--- src/rtl/capture_pkg.sv ---
// capture_pkg: state encoding and default sizing shared by the capture sequencer files.
package capture_pkg;

  typedef enum logic [2:0] {
    ST_IDLE  = 3'd0,
    ST_FLUSH = 3'd1,
    ST_RUN   = 3'd2,
    ST_BURST = 3'd3,
    ST_STOP  = 3'd4
  } cap_state_t;

  localparam int BURST_WORDS_DEF  = 8192;
  localparam int FLUSH_CYCLES_DEF = 16;
  localparam int FIFO_AW_DEF      = 15;

endpackage

--- src/rtl/burst_counter.sv ---
// burst_counter: loadable up-counter with a terminal-count flag (count == limit).
// Used by the sequencer for the flush length, the burst word count and the host-stall watchdog.
module burst_counter #(
  parameter int WIDTH = 8
) (
  input  logic             clk_sys,
  input  logic             rst_b,
  input  logic             load,
  input  logic [WIDTH-1:0] load_val,
  input  logic             en,
  input  logic [WIDTH-1:0] limit,
  output logic             tc
);

  logic [WIDTH-1:0] count;

  // Count register: load takes priority over increment.
  always_ff @(posedge clk_sys or negedge rst_b) begin
    if (!rst_b) begin
      count <= '0;
    end else if (load) begin
      count <= load_val;
    end else if (en) begin
      count <= count + 1'b1;
    end
  end

  assign tc = (count == limit);

endmodule

--- src/rtl/capture_sequencer.sv ---
// capture_sequencer: runs one FX3 capture session (flush, run, bursts, stop) against the sample FIFO.
// Optional build macro: CAPTURE_WATCHDOG_EN adds a host-stall watchdog that flags bufferError when
// dataAvailable sits high in RUN for WATCHDOG_CYCLES cycles without a burst starting.
//
// state  | meaning
// IDLE   | no session; config outputs follow config inputs
// FLUSH  | fifoClear held for FLUSH_CYCLES; bufferError cleared on entry
// RUN    | capture enabled; dataAvailable reflects FIFO fill level
// BURST  | host reading BURST_WORDS words; fifoRead follows readData
// STOP   | capture disabled for one cycle before returning to IDLE
module capture_sequencer
  import capture_pkg::*;
#(
  parameter int BURST_WORDS     = BURST_WORDS_DEF,
  parameter int FIFO_AW         = FIFO_AW_DEF,
  parameter int FLUSH_CYCLES    = FLUSH_CYCLES_DEF,
  parameter int WATCHDOG_CYCLES = 1000000
) (
  input  logic             inclk,
  input  logic             nReset,
  input  logic             collectData,
  input  logic             readData,
  input  logic             testModeIn,
  input  logic             samplingModeIn,
  input  logic             dcOffsetCompIn,
  input  logic [FIFO_AW:0] fifoWords,
  input  logic             fifoEmpty,
  input  logic             fifoOverflow,
  output logic             captureEnable,
  output logic             fifoClear,
  output logic             fifoRead,
  output logic             dataAvailable,
  output logic             bufferError,
  output logic             testMode,
  output logic             samplingMode,
  output logic             dcOffsetComp,
  output logic [2:0]       state
);

  localparam int BCW = $clog2(BURST_WORDS) + 1;
  localparam int FCW = $clog2(FLUSH_CYCLES) + 1;

  localparam logic [FIFO_AW:0] AVAIL_THR  = (FIFO_AW+1)'(BURST_WORDS);
  localparam logic [BCW-1:0]   BURST_LAST = BCW'(BURST_WORDS - 1);
  localparam logic [FCW-1:0]   FLUSH_LAST = FCW'(FLUSH_CYCLES - 1);

  cap_state_t state_q, state_d;

  logic collect_r, collect_prev;
  logic flush_tc, word_tc, wd_set;
  logic short_burst, err_set;

  logic capture_en_q, fifo_clear_q, fifo_read_q, data_avail_q, buf_err_q;
  logic capture_en_d, fifo_clear_d, fifo_read_d, data_avail_d, buf_err_d;
  logic test_mode_q, sampling_mode_q, dc_offset_q;

  // Register collectData and keep its previous value for rise detection.
  always_ff @(posedge inclk or negedge nReset) begin
    if (!nReset) begin
      collect_r    <= 1'b0;
      collect_prev <= 1'b0;
    end else begin
      collect_r    <= collectData;
      collect_prev <= collect_r;
    end
  end

  // Flush length: cleared outside FLUSH, expires on the last flush cycle.
  burst_counter #(.WIDTH(FCW)) u_flush_cnt (
    .clk_sys  (inclk),
    .rst_b    (nReset),
    .load     (state_q != ST_FLUSH),
    .load_val ('0),
    .en       (state_q == ST_FLUSH),
    .limit    (FLUSH_LAST),
    .tc       (flush_tc)
  );

  // Burst word count: zeroed outside BURST, counts each issued read.
  burst_counter #(.WIDTH(BCW)) u_word_cnt (
    .clk_sys  (inclk),
    .rst_b    (nReset),
    .load     (state_q != ST_BURST),
    .load_val ('0),
    .en       ((state_q == ST_BURST) && fifo_read_q),
    .limit    (BURST_LAST),
    .tc       (word_tc)
  );

`ifdef CAPTURE_WATCHDOG_EN
  localparam int WCW = $clog2(WATCHDOG_CYCLES) + 1;
  localparam logic [WCW-1:0] WD_LAST = WCW'(WATCHDOG_CYCLES - 1);

  logic wd_tc;

  // Host-stall timer: restarts on burst entry or outside RUN, saturates at the limit.
  burst_counter #(.WIDTH(WCW)) u_wd_cnt (
    .clk_sys  (inclk),
    .rst_b    (nReset),
    .load     ((state_q != ST_RUN) || (state_d == ST_BURST)),
    .load_val ('0),
    .en       (data_avail_q && !wd_tc),
    .limit    (WD_LAST),
    .tc       (wd_tc)
  );

  assign wd_set = (state_q == ST_RUN) && data_avail_q && wd_tc && (state_d != ST_BURST);
`else
  assign wd_set = 1'b0;
`endif

  // State register.
  always_ff @(posedge inclk or negedge nReset) begin
    if (!nReset) begin
      state_q <= ST_IDLE;
    end else begin
      state_q <= state_d;
    end
  end

  // Next-state logic; a burst always runs to completion once started, even if collectData drops.
  always_comb begin
    state_d     = state_q;
    short_burst = 1'b0;
    case (state_q)
      ST_IDLE: begin
        if (collect_r && !collect_prev) state_d = ST_FLUSH;
      end
      ST_FLUSH: begin
        if (flush_tc) state_d = collect_r ? ST_RUN : ST_IDLE;
      end
      ST_RUN: begin
        if (readData)        state_d = ST_BURST;
        else if (!collect_r) state_d = ST_STOP;
      end
      ST_BURST: begin
        if (fifo_read_q && word_tc) begin
          state_d = collect_r ? ST_RUN : ST_STOP;
        end else if (!readData) begin
          short_burst = 1'b1;
          state_d     = ST_RUN;
        end
      end
      ST_STOP: begin
        state_d = ST_IDLE;
      end
      default: begin
        state_d = ST_IDLE;
      end
    endcase
  end

  // Output decode from the next state so every output comes straight off a flop.
  always_comb begin
    capture_en_d = (state_d == ST_RUN) || (state_d == ST_BURST);
    fifo_clear_d = (state_d == ST_FLUSH);
    fifo_read_d  = (state_d == ST_BURST);
    data_avail_d = (state_d == ST_RUN) && (fifoWords >= AVAIL_THR);
    err_set      = short_burst
                 | (fifo_read_q & fifoEmpty)
                 | (fifoOverflow & (state_q != ST_IDLE))
                 | wd_set;
    // Clearing on FLUSH entry wins over any error raised in the same cycle.
    if ((state_d == ST_FLUSH) && (state_q != ST_FLUSH)) begin
      buf_err_d = 1'b0;
    end else begin
      buf_err_d = buf_err_q | err_set;
    end
  end

  // Output registers; config bits follow the inputs only while idle.
  always_ff @(posedge inclk or negedge nReset) begin
    if (!nReset) begin
      capture_en_q    <= 1'b0;
      fifo_clear_q    <= 1'b0;
      fifo_read_q     <= 1'b0;
      data_avail_q    <= 1'b0;
      buf_err_q       <= 1'b0;
      test_mode_q     <= 1'b0;
      sampling_mode_q <= 1'b0;
      dc_offset_q     <= 1'b0;
    end else begin
      capture_en_q <= capture_en_d;
      fifo_clear_q <= fifo_clear_d;
      fifo_read_q  <= fifo_read_d;
      data_avail_q <= data_avail_d;
      buf_err_q    <= buf_err_d;
      if (state_q == ST_IDLE) begin
        test_mode_q     <= testModeIn;
        sampling_mode_q <= samplingModeIn;
        dc_offset_q     <= dcOffsetCompIn;
      end
    end
  end

  assign captureEnable = capture_en_q;
  assign fifoClear     = fifo_clear_q;
  assign fifoRead      = fifo_read_q;
  assign dataAvailable = data_avail_q;
  assign bufferError   = buf_err_q;
  assign testMode      = test_mode_q;
  assign samplingMode  = sampling_mode_q;
  assign dcOffsetComp  = dc_offset_q;
  assign state         = state_q;

endmodule

--- config.mk ---
export PLATFORM = sky130hd
export DESIGN_NAME = capture_sequencer
export DESIGN_NICKNAME = d
export VERILOG_FILES = /design/src/rtl/capture_pkg.sv /design/src/rtl/burst_counter.sv /design/src/rtl/capture_sequencer.sv
export SDC_FILE = /design/constraint.sdc
export NUM_CORES = 1
export LEC_CHECK = 0
export ABC_AREA = 1
export BUFFER_PORTS_ARGS = -buffer_cell sky130_fd_sc_hd__buf_2
export CELL_PAD_IN_SITES_DETAIL_PLACEMENT = 0
export CELL_PAD_IN_SITES_GLOBAL_PLACEMENT = 1
export CORE_MARGIN = 10
export CORE_UTILIZATION = 40
export CTS_CLUSTER_SIZE = 20
export DETAILED_ROUTE_END_ITERATION = 12
export PLACE_DENSITY = 0.85
export SLEW_MARGIN = 40
export SYNTH_ARGS = -nofsm -noshare
export SYNTH_HDL_FRONTEND = slang
export SYNTH_HIERARCHICAL = 1
export SYNTH_SLANG_ARGS = --single-unit
--- constraint.sdc ---
create_clock -name inclk -period 1.8 [get_ports inclk]
set_input_delay 0.45 -clock inclk [delete_from_list [all_inputs] [get_ports inclk]]
set_output_delay 0.45 -clock inclk [all_outputs]
set_load 0.02 [all_outputs]
=== Word level (Yosys, flattened, before mapping) ===
Cells that the tools add are included.

* Register bits: 32
* Bits in latches: 0
* Memory bits (writable): 0
* ROM bits: 0
* Input port bits: 25
* Logic and storage cells: 59
* Memories kept: 0

* $add $sub $neg: 2
* Multiply operators: 0
* Div/mod/pow operators: 0
* Magnitude comparators: 1
* Equality and inequality tests: 10
* Shift operators: 0
* Multiplexer cells: 17
* Bitwise gates (word level): 5
* Reduce and logical (&&, ||, !) cells: 11

{| class="wikitable"
|+ Operators with widths
! cell !! number
|-
| $mux W14 || 2
|-
| $mux W3 || 7
|-
| $ge A16 B14 Y1 const B || 1
|-
| $add A14 B1 Y14 const B || 1
|-
| $eq A14 B13 Y1 const B || 1
|-
| $eq A3 B2 Y1 const B || 4
|-
| $pmux W3 S4 || 1
|-
| $mux W5 || 2
|-
| $eq A3 B1 Y1 const B || 2
|-
| $add A5 B1 Y5 const B || 1
|-
| $eq A5 B4 Y1 const B || 1
|-
| $logic_and A1 B1 Y1 || 5
|-
| $mux W1 || 4
|-
| $reduce_bool A2 Y1 || 2
|-
| $logic_not A3 Y1 || 1
|-
| $ne A3 B1 Y1 const B || 1
|-
| $ne A3 B2 Y1 const B || 1
|-
| $or A1 B1 Y1 || 3
|-
| $reduce_bool A3 Y1 || 1
|-
| $and A1 B1 Y1 || 2
|-
| $mux W2 || 1
|-
| $logic_not A1 Y1 || 1
|-
| $logic_or A1 B1 Y1 || 1
|}

=== Logic depth before layout (Yosys ltp) ===
* Word-level depth: 8
* Depth in mapped cells: 11
* Gate-level depth less buffers: 11

=== Cells and area by module ===
Netlist, hierarchy kept.

{| class="wikitable"
|+ By module, submodules not included
! module !! times used !! cells each !! area each (µm²)
|-
| burst_counter at u_word_cnt || 1 || 171 || 1,132.3
|-
| capture_sequencer || 1 || 75 || 598.1
|-
| burst_counter at u_flush_cnt || 1 || 48 || 346.6
|}

=== Worst setup path after synthesis ===
OpenSTA, ideal clock, no wires.

* Path type: register -> register
* Start: register state_q[1], in the netlist state[1]
* End: register u_word_cnt.count[12]
* Library setup time: 121 ps
* Data arrival time: 1,474 ps
* Data required time: 1,679 ps
* Path slack: 204 ps
* Stages on the path, launching flop included: 9
* Path buffers: 1
* Cell sequence: dfrtp_1 > nand2_1 > nor2_2 > inv_1 > nor2_1 > nor2_1 > buf_2 > a22oi_1 > nand2_1

* Longest elaborated chain between the ends: 3

{| class="wikitable"
|+ RTL lines
! element !! RTL line !! text
|-
| start: declaration || capture_sequencer.sv:47 || <nowiki>cap_state_t state_q, state_d;</nowiki>
|-
| start signal: assignment || capture_sequencer.sv:117 || <nowiki>state_q <= state_d;</nowiki>
|-
| $eq A3 B2 Y1 || capture_sequencer.sv:85 || <nowiki>.en ((state_q == ST_BURST) && fifo_read_q),</nowiki>
|-
| $logic_and A1 B1 Y1 || capture_sequencer.sv:85 ||
|-
| $reduce_bool A2 Y1 (no source line) || n/a ||
|-
| end signal: assignment || burst_counter.sv:22 || <nowiki>count <= load_val;</nowiki>
|-
| end signal: assignment || burst_counter.sv:24 || <nowiki>count <= count + 1'b1;</nowiki>
|-
| end: declaration || burst_counter.sv:15 || <nowiki>logic [WIDTH-1:0] count;</nowiki>
|}

Parallel ways exist; a longest one is shown, timed or not.
A chain may end at the register's enable or synchronous reset.

=== Final worst setup path ===
* Start: register u_word_cnt.count[2]
* End: register state_q[1], in the netlist state[1]

* Longest elaborated chain between the ends: 4

{| class="wikitable"
|+ RTL lines
! element !! RTL line !! text
|-
| $eq A14 B13 Y1 || burst_counter.sv:28 || <nowiki>assign tc = (count == limit);</nowiki>
|-
| net word_tc || capture_sequencer.sv:50 || <nowiki>logic flush_tc, word_tc, wd_set;</nowiki>
|-
| $logic_and A1 B1 Y1 || capture_sequencer.sv:137 || <nowiki>if (fifo_read_q && word_tc) begin</nowiki>
|-
| $mux W3 || capture_sequencer.sv:137 ||
|-
| $pmux W3 S4 || capture_sequencer.sv:125 || <nowiki>case (state_q)</nowiki>
|-
| net state_d[1] || capture_sequencer.sv:47 ||
|}

The timed path passes the listed nets, and every way through them passes these cells.

==> impl_metrics.ini <==
[outcome]
status = finished, final reports clean

[clock_tree]
cts_tree = yes
htreeDepth = 2
cts.path.max_buffers = 2
clkSinkCount = 32
clk_latency_ns = 0.29
clk_pin_slew_ns = 0.07
cts_inserted_buffers = 5
post_cts_buffers = 0
root_buffer = clkbuf_8

[yosys]
netlist_instances = 294
synth-seq-area-share = 0.386
netlist.area_leader.share = 0.386
syn-mean-instance-area_um2 = 7.06
synth.largest_area_cell = dfrtp_1
ys_warn_count = 6
netlist_area_um2 = 2080
synth_cell_type_count = 25
synth_seq_cells = 32
ys_top_cells_by_area = dfrtp_1, nand2_1, inv_1

[timing]
hold_viol_final = 0
worst_pin_slew_ns = 0.627
fmax_mhz = 626
drv_slew = 0
fin_setup_tns_ns = 0
setup_viol = 0
fin_crit_ns = 1.60
relSlewSlack = 0.581
timing.final.ws_setup_ns = 0.202
grt_setup_unrepaired = false
period_share = 0.888
clock-skew-final_ns = 0.00534

[global_routing]
grt_pass1_vias = 1786
antenna_found_initial = 0
gr-usage-all-layers = 0.112
grt_start_max_net_pins = 33
grt_first_pass_wirelength_mm = 7.96
overflow = 0

[power_and_ir_drop]
power.density_nw_per_um2 = 1300
vdd_ir_drop_max_mv = 0.532
p_leak_nw = 1.46

[floorplanning]
die_h_um = 92.1
ios = 36
dieArea_um2 = 8480
core-area_um2 = 5070
initial_core_util = 0.409
die_x_um = 92.1
core.rowCount = 26

[setup_path]
critPathArrivalTime_ns = 1.78
r2r-start = u_word_cnt/count[2]
crit_type = flop to flop
critPathRequiredTime_ns = 1.98
endpoint_kind = flop
crit_path_start_kind = flop
r2r-end = state[1]
r2r_slack_ns = 0.20
crit_path_max_fanout = 6
reg2reg_depth = 10

[final_layout]
largest_reg_flops = 14
regMostFlops = u_word_cnt/count
syn_to_final_growth_pct = 27.4
fin_nets = 405
drive_above_1_share = 0.172
fin_cells = 449
antenna_cells = 0

[routing]
drtIter0Drc = 62
route.detailed.drc = 0
vias = 1921
routed_wl_mm = 4.67
firstDrtPassIters = 5
via_per_inst = 4.28
wl_per_cell_um = 10.4
drt.antenna.violating_nets = 0

[worst_hold_path]
hold_path_class = input port to asynchronous set/reset pin

[place]
dp_hpwl_mm = 3.42
place_inst = 441
pre_cts_slack_ns = 0.131
gp_congestion = 0.783
port_buffers = 22

[job]
max-cap-violations = 0
## worst max-delay path by stage
stage                    startpoint                    to
2_1_floorplan              state[1]  u_word_cnt/count[12]
3_3_place_gp               state[2]   u_word_cnt/count[7]
3_5_place_dp   u_word_cnt/count[13]         dataAvailable
4_1_cts        u_word_cnt/count[13]         dataAvailable
5_1_grt        u_word_cnt/count[13]              state[1]
6_report        u_word_cnt/count[2]              state[1]
## report_power, final
| group | switching, mW | total, mW | internal [mW] |
|---|---|---|---|
| sequential | 0.230 | 1.19 | 0.963 |
| clock | 0.280 | 0.691 | 0.411 |
| combinational | 0.948 | 1.55 | 0.600 |
| total | 1.46 | 3.43 | 1.97 |
## cells by family (layout without fill, tap and decap cells)
group / after synthesis / in the layout / share of synthesized area
simple gates: 170 / 170 / 0.366
buf+inv: 47 / 86 / 0.0886
flops: 32 / 32 / 0.386
compound gates: 26 / 26 / 0.0807
xor+xnor: 15 / 15 / 0.0633
fa+ha+maj: 2 / 2 / 0.0120
other cells: 2 / 48 / 0.00362
## cell usage in the layout, fill, tap and decap left out
cell	synthesis	final
inv_1	40	40
conb_1	2	48
o21ai_1	4	4
o21ai_0	4	4
o211ai_1	1	1
ha_1	2	2
nor2_4	2	2
inv_2	1	1
clkbuf_8	0	5
xor2_1	9	9
buf_4	0	14
nand4_1	9	9
dfrtp_1	32	32
nand3_1	30	30
inv_4	1	1
nand2_2	4	4
bufinv_16	0	1
buf_2	4	22
clkbuf_1	1	1
nand2_1	90	90
nand2_4	1	1
nor2_2	10	12
a21oi_1	3	3
nor3_2	0	1
clkinv_2	0	1
a22oi_1	14	14
xnor2_1	6	6
nor2_1	22	20
nand3b_1	1	1
## layer usage
| metal | routed length, um | GRT usage |
|---|---|---|
| met1 | 2330 | 0.143 |
| met2 | 2070 | 0.176 |
| met3 | 226 | 0.0326 |
| met4 | 44 | 0.0347 |
| met5 | 0 | 0 |
## worst max-delay path, cell delays in order, from the launching register on
cell,delay [ns]
dfrtp_1,0.47
xnor2_1,0.15
nand2_1,0.07
nor2_1,0.09
nand2_1,0.08
nor2_2,0.16
nand3_1,0.12
nand2_1,0.09
nand2_1,0.07
nor2_2,0.14
inv_1,0.06
## synth_stat cells, drive strengths merged
cell type  number
a22oi          14
nand4           9
a21oi           3
dfrtp          32
nand3b          1
nand3          30
ha              2
clkbuf          1
nor3            1
nor2           34
conb            2
xnor2           6
nand2          95
buf             4
inv            42
xor2            9
o21ai           8
o211ai          1
## timing repair
| action | CTS | global route |
|---|---|---|
| hold buffers | 0 | 0 |
| endpoints found under the setup margin | 0 | 3 |
| gates resized for setup | 0 | 2 |
## per-stage QoR
step | utilization | area, um2 | total power [mW] | hold WS, ns
2_1_floorplan | - | 2250 | 2.28 | 0.154
3_3_place_gp | 0.498 | 2530 | 2.72 | 0.400
3_5_place_dp | 0.499 | 2530 | 2.75 | 0.398
4_1_cts | 0.520 | 2640 | 3.46 | 0.200
5_1_grt | 0.521 | 2650 | 3.73 | 0.230
6_report | 0.521 | 2650 | 3.43 | 0.187
## final cells by class
type                    instances  area (um2)
repair buffers                 36         215
flip-flops and latches         32         801
fillers                       500        2430
inverters                      42         160
clock buffers                   6        72.6
clock inverters                 2        35.0
well taps                      70        87.6
multi-input cells             261        1270
(Power assumes the default switching activity.)
